$ cat src/rtl/serial_tx.sv
// UART-style transmitter: start bit, DATA_BITS LSB first, optional parity, STOP_BITS stop bits.
// Every output is registered; next-cycle values are derived from the next state.
module serial_tx #(
  parameter int DATA_BITS    = 8,
  parameter int CLKS_PER_BIT = 16,
  parameter int PARITY       = 0,
  parameter int STOP_BITS    = 1
) (
  input  logic                 clk,
  input  logic                 rst_n,
  input  logic [DATA_BITS-1:0] tx_data,
  input  logic                 tx_valid,
  output logic                 tx_ready,
  output logic                 txd,
  output logic                 busy,
  output logic                 frame_done
);

  localparam int CW = (CLKS_PER_BIT > 1) ? $clog2(CLKS_PER_BIT) : 1;
  localparam logic [CW-1:0] BAUD_MAX  = CW'(CLKS_PER_BIT - 1);
  localparam logic [3:0]    DATA_LAST = 4'(DATA_BITS - 1);
  localparam logic [3:0]    STOP_LAST = 4'(STOP_BITS - 1);

  initial begin
    if (DATA_BITS < 5 || DATA_BITS > 9) $fatal(1, "serial_tx: DATA_BITS out of range");
    if (CLKS_PER_BIT < 1)                $fatal(1, "serial_tx: CLKS_PER_BIT must be >= 1");
    if (PARITY < 0 || PARITY > 2)        $fatal(1, "serial_tx: PARITY must be 0..2");
    if (STOP_BITS != 1 && STOP_BITS != 2) $fatal(1, "serial_tx: STOP_BITS must be 1 or 2");
  end

  typedef enum logic [2:0] {IDLE, START, DATA, PAR, STOP} state_t;

  state_t                 state, state_d;
  logic [CW-1:0]          baud, baud_d;
  logic [3:0]             bitcnt, bitcnt_d;
  logic [DATA_BITS-1:0]   sh, sh_d;
  logic                   par, par_d;
  logic                   txd_d, done_d;
  logic                   wrap;

  assign wrap = (baud == BAUD_MAX);

  always_comb begin
    state_d  = state;
    baud_d   = baud;
    bitcnt_d = bitcnt;
    sh_d     = sh;
    par_d    = par;
    done_d   = 1'b0;
    if (state != IDLE) baud_d = wrap ? '0 : baud + CW'(1);
    unique case (state)
      IDLE: if (tx_valid && tx_ready) begin
        sh_d     = tx_data;
        par_d    = (^tx_data) ^ (PARITY == 2);
        baud_d   = '0;
        bitcnt_d = '0;
        state_d  = START;
      end
      START: if (wrap) state_d = DATA;
      DATA: if (wrap) begin
        sh_d = sh >> 1;
        if (bitcnt == DATA_LAST) begin
          bitcnt_d = '0;
          state_d  = (PARITY != 0) ? PAR : STOP;
        end else begin
          bitcnt_d = bitcnt + 4'd1;
        end
      end
      PAR: if (wrap) state_d = STOP;
      STOP: if (wrap) begin
        if (bitcnt == STOP_LAST) begin
          bitcnt_d = '0;
          state_d  = IDLE;
          done_d   = 1'b1;
        end else begin
          bitcnt_d = bitcnt + 4'd1;
        end
      end
      default: state_d = IDLE;
    endcase

    // Line value for the coming cycle, so txd lands registered with no extra latency.
    unique case (state_d)
      START:   txd_d = 1'b0;
      DATA:    txd_d = sh_d[0];
      PAR:     txd_d = par_d;
      default: txd_d = 1'b1;
    endcase
  end

  always_ff @(posedge clk or negedge rst_n) begin
    if (!rst_n) begin
      state      <= IDLE;
      baud       <= '0;
      bitcnt     <= '0;
      sh         <= '0;
      par        <= 1'b0;
      txd        <= 1'b1;
      tx_ready   <= 1'b1;
      busy       <= 1'b0;
      frame_done <= 1'b0;
    end else begin
      state      <= state_d;
      baud       <= baud_d;
      bitcnt     <= bitcnt_d;
      sh         <= sh_d;
      par        <= par_d;
      txd        <= txd_d;
      tx_ready   <= (state_d == IDLE);
      busy       <= (state_d != IDLE);
      frame_done <= done_d;
    end
  end

endmodule
$ cat config.mk
export PLATFORM = sky130hd
export DESIGN_NAME = serial_tx
export DESIGN_NICKNAME = d
export VERILOG_FILES = /design/src/rtl/serial_tx.sv
export SDC_FILE = /design/constraint.sdc
export NUM_CORES = 1
export LEC_CHECK = 0
export ABC_CLOCK_PERIOD_IN_PS = 5800
export CAP_MARGIN = 20
export CORE_MARGIN = 4
export CORE_UTILIZATION = 55
export DETAILED_ROUTE_END_ITERATION = 8
export GPL_TIMING_DRIVEN = 0
export PLACE_DENSITY = 0.81
export SLEW_MARGIN = 20
export SYNTH_ARGS = -nofsm -noshare
export SYNTH_HDL_FRONTEND = slang
export SYNTH_SLANG_ARGS = --single-unit
$ cat constraint.sdc
create_clock -name clk -period 5.8 [get_ports clk]
set_clock_uncertainty 0.05 [all_clocks]
set_input_delay 1.16 -clock clk [delete_from_list [all_inputs] [get_ports clk]]
set_output_delay 1.16 -clock clk [all_outputs]
set_load 0.01 [all_outputs]
==> impl_metrics.py <==
metrics = {
    "critical_path": {
        "cp.required_ns": 4.59,
        "cp.arrival_ns": 1.43,
        "crit_family": "flip-flops",
        "slowest_delay_ns": 0.58,
        "crit_chain": "clkdlybuf4s50_1",
        "crit_start": "tx_ready$_DFF_PN1_",
        "end_kind": "primary output",
        "critPathLaunchType": "flop",
        "rrSetupSlack_ns": 3.60,
        "path_class": "reg2out",
        "path_buf_inv": 1,
        "slowest_stage": "dfstp_2",
        "path_max_fanout": 4,
        "r2r_start": "baud[0]$_DFF_PN0_",
    },
    "sta": {
        "period_needed_ns": 2.639,
        "setup_violations": 0,
        "worstMarginPinSlew_ns": 0.7511,
        "hold_ws_ns": 0.4490,
        "slew_headroom_pct": 49.54,
        "hold_viol_final": 0,
        "setup_tns_ns": 0,
        "timing.final.max_slew_violations": 0,
        "timing.final.crit_share_pct": 45.50,
        "rsz0062_at_grt": "false",
        "timing.fmax_mhz": 379.0,
    },
    "logic_synthesis": {
        "ys_top_cells_by_area": "dfrtp_1 44%, nand2_1 6.0%, xnor2_1 4.9%, dfstp_2 4.2%, a22oi_1 3.6%",
        "yosys_register_bits": 24,
        "yosysUniqueCellTypes": 37,
        "synth_area_um2": 1260,
        "synth_edf_count": 0,
        "synth_largest_area_cell": "dfrtp_1",
        "synth_cells": 129,
        "synth-main-ff-cell": "dfrtp_1",
        "syn_nets": 143,
        "yosys_warnings": 0,
        "async_flop_share_pct": 100.0,
        "synth_top_area_share_pct": 43.69,
        "ys_seq_area_share_pct": 47.86,
        "syn_area_per_cell_um2": 9.767,
    },
    "layout": {
        "instances_no_fill": 175,
        "areaGrowthSynthToFinish_pct": 16.39,
        "num_antenna_cells": 0,
        "nets": 162,
        "seq_area_um2": 603.1,
        "multi_input_area_um2": 596.8,
        "fin_area_um2": 1466,
        "fillCellCount": 178,
        "drive_above_1_share_pct": 14.97,
    },
    "route": {
        "drc": 0,
        "wl_met2_um": 1306,
        "dr.pass1.iters": 4,
        "ant_nets": 0,
        "wl_per_cell_um": 14.63,
        "num_vias": 1018,
        "top_layer": "met4",
        "wirelength_um": 2560,
        "viasPerCell": 5.817,
        "wl_met1_um": 1089,
        "dr.first_iter.drc_count": 23,
        "wl_met3_um": 126,
    },
    "clocking": {
        "clockBufferDepth": 2,
        "cts-root-buf": "clkbuf_4",
        "cts_setup_buffers": 0,
        "ctsHoldBuffers": 0,
        "htreeDepth": 1,
        "cts_sinks": 24,
        "numCtsBuffers": 3,
        "clock_latency_ns": 0.31,
        "clkTransAtPathRegs_ns": 0.12,
        "cts_resized": 0,
        "cts_tree": "yes",
    },
    "min_path": {
        "hold_class": "reg2reg",
        "worstHoldStart": "sh[4]$_DFFE_PN0P_",
    },
    "placed_design": {
        "postPlaceCellArea_um2": 1435,
        "detailed_place_hpwl_um": 1893,
        "gp_congestion": 0.8629,
        "portBuffers": 14,
        "place_inst": 171,
    },
    "floorplan": {
        "die_area_um2": 3120,
        "dieWidth_um": 55.86,
        "die_h_um": 55.86,
        "ios": 15,
        "initial_utilization_pct": 57.51,
        "core_um2": 2191,
        "num_rows": 17,
    },
    "flow_run": {
        "cap_violations": 0,
    },
    "power_and_ir_drop": {
        "p_leak_nw": 0.6300,
        "vdd_drop_max_mv": 0.2622,
        "power_mw": 0.6273,
        "powerDensity_nw_per_um2": 427.8,
    },
    "grt": {
        "track_usage_pct": 17.53,
        "grt_start_max_net_pins": 25,
        "antenna_found_initial": 0,
        "grt_pass1_vias": 1040,
        "gr-total-overflow": 0,
        "grt_pass1_wl_um": 4491,
    },
    "run_status": {
        "status": "finished, final reports clean",
    },
}
layout make-up:
class	instances	share of cell area (%)
Tap cell	28	2.389
Buffer	4	2.560
Clock buffer	4	2.474
Sequential cell	24	41.13
Timing Repair Buffer	14	9.215
Inverter	6	1.536
Multi-Input combinational cell	95	40.70
cells by family (layout without fill, tap and decap cells):
family | after synthesis | after routing | synth area share (%)
buffers and inverters | 10 | 28 | 4.766
XOR/XNOR | 8 | 8 | 5.561
AND/OR/NAND/NOR | 53 | 53 | 22.74
flip-flops | 24 | 24 | 47.87
adder cells (fa/ha/maj) | 3 | 3 | 2.979
AO/OA/AOI/OAI | 31 | 31 | 16.09
state kept, by name, indices dropped and copies added (netlist names):
name	cells
tx_ready	1
busy	1
bitcnt	4
state	3
par	1
sh	8
baud	4
frame_done	1
txd	1
layout by cell type, fill, tap and decap left out, drive strengths merged, types with 5 or more instances in the layout:
| cell type | n |
|---|---|
| dfrtp | 22 |
| nand2 | 20 |
| clkdlybuf4s50 | 13 |
| o21ai | 9 |
| xnor2 | 7 |
| inv | 6 |
| a21oi | 6 |
| a22oi | 6 |
| nor2 | 6 |
| buf | 5 |
per-stage QoR:
step	worst slack (ns)	utilization (%)
after CTS	3.152	67.16
after detailed placement	3.081	65.51
final	3.161	66.93
after global placement	3.103	65.51
after global routing	3.122	66.93
after floorplan	3.711	-
worst paths after layout:
kind / end / depth (start not counted)
worst max-delay path: tx_ready / 1
max in group asynchronous: txd$_DFF_PN1_ / 1
worst min register to register: sh[4]$_DFFE_PN0P_ / 2
worst max register to register: txd$_DFF_PN1_ / 6
min in group asynchronous: baud[0]$_DFF_PN0_ / 1
worst min-delay path: sh[4]$_DFFE_PN0P_ / 2
where the power goes:
| part | internal (mW) | switching (mW) | total (mW) |
|---|---|---|---|
| registers | 0.240 | 0.0485 | 0.289 |
| logic | 0.121 | 0.131 | 0.252 |
| clock network | 0.0383 | 0.0480 | 0.0864 |
| total | 0.399 | 0.228 | 0.627 |
synth_stat cells (all sizes together) (4+ instances only):
cell	instances
inv	6
or3	4
nand3b	4
a22oi	6
xnor2	7
nand3	4
o21ai	9
buf	4
nand2	20
nor3	4
nor2	6
dfrtp	22
a21oi	6
layer usage:
metal,up-vias,GRT usage [%]
li1,491,-
met1,498,21.22
met2,25,31.08
met3,4,4.640
met4,0,4.068
met5,-,0
Power figures use the tool's default switching activity.
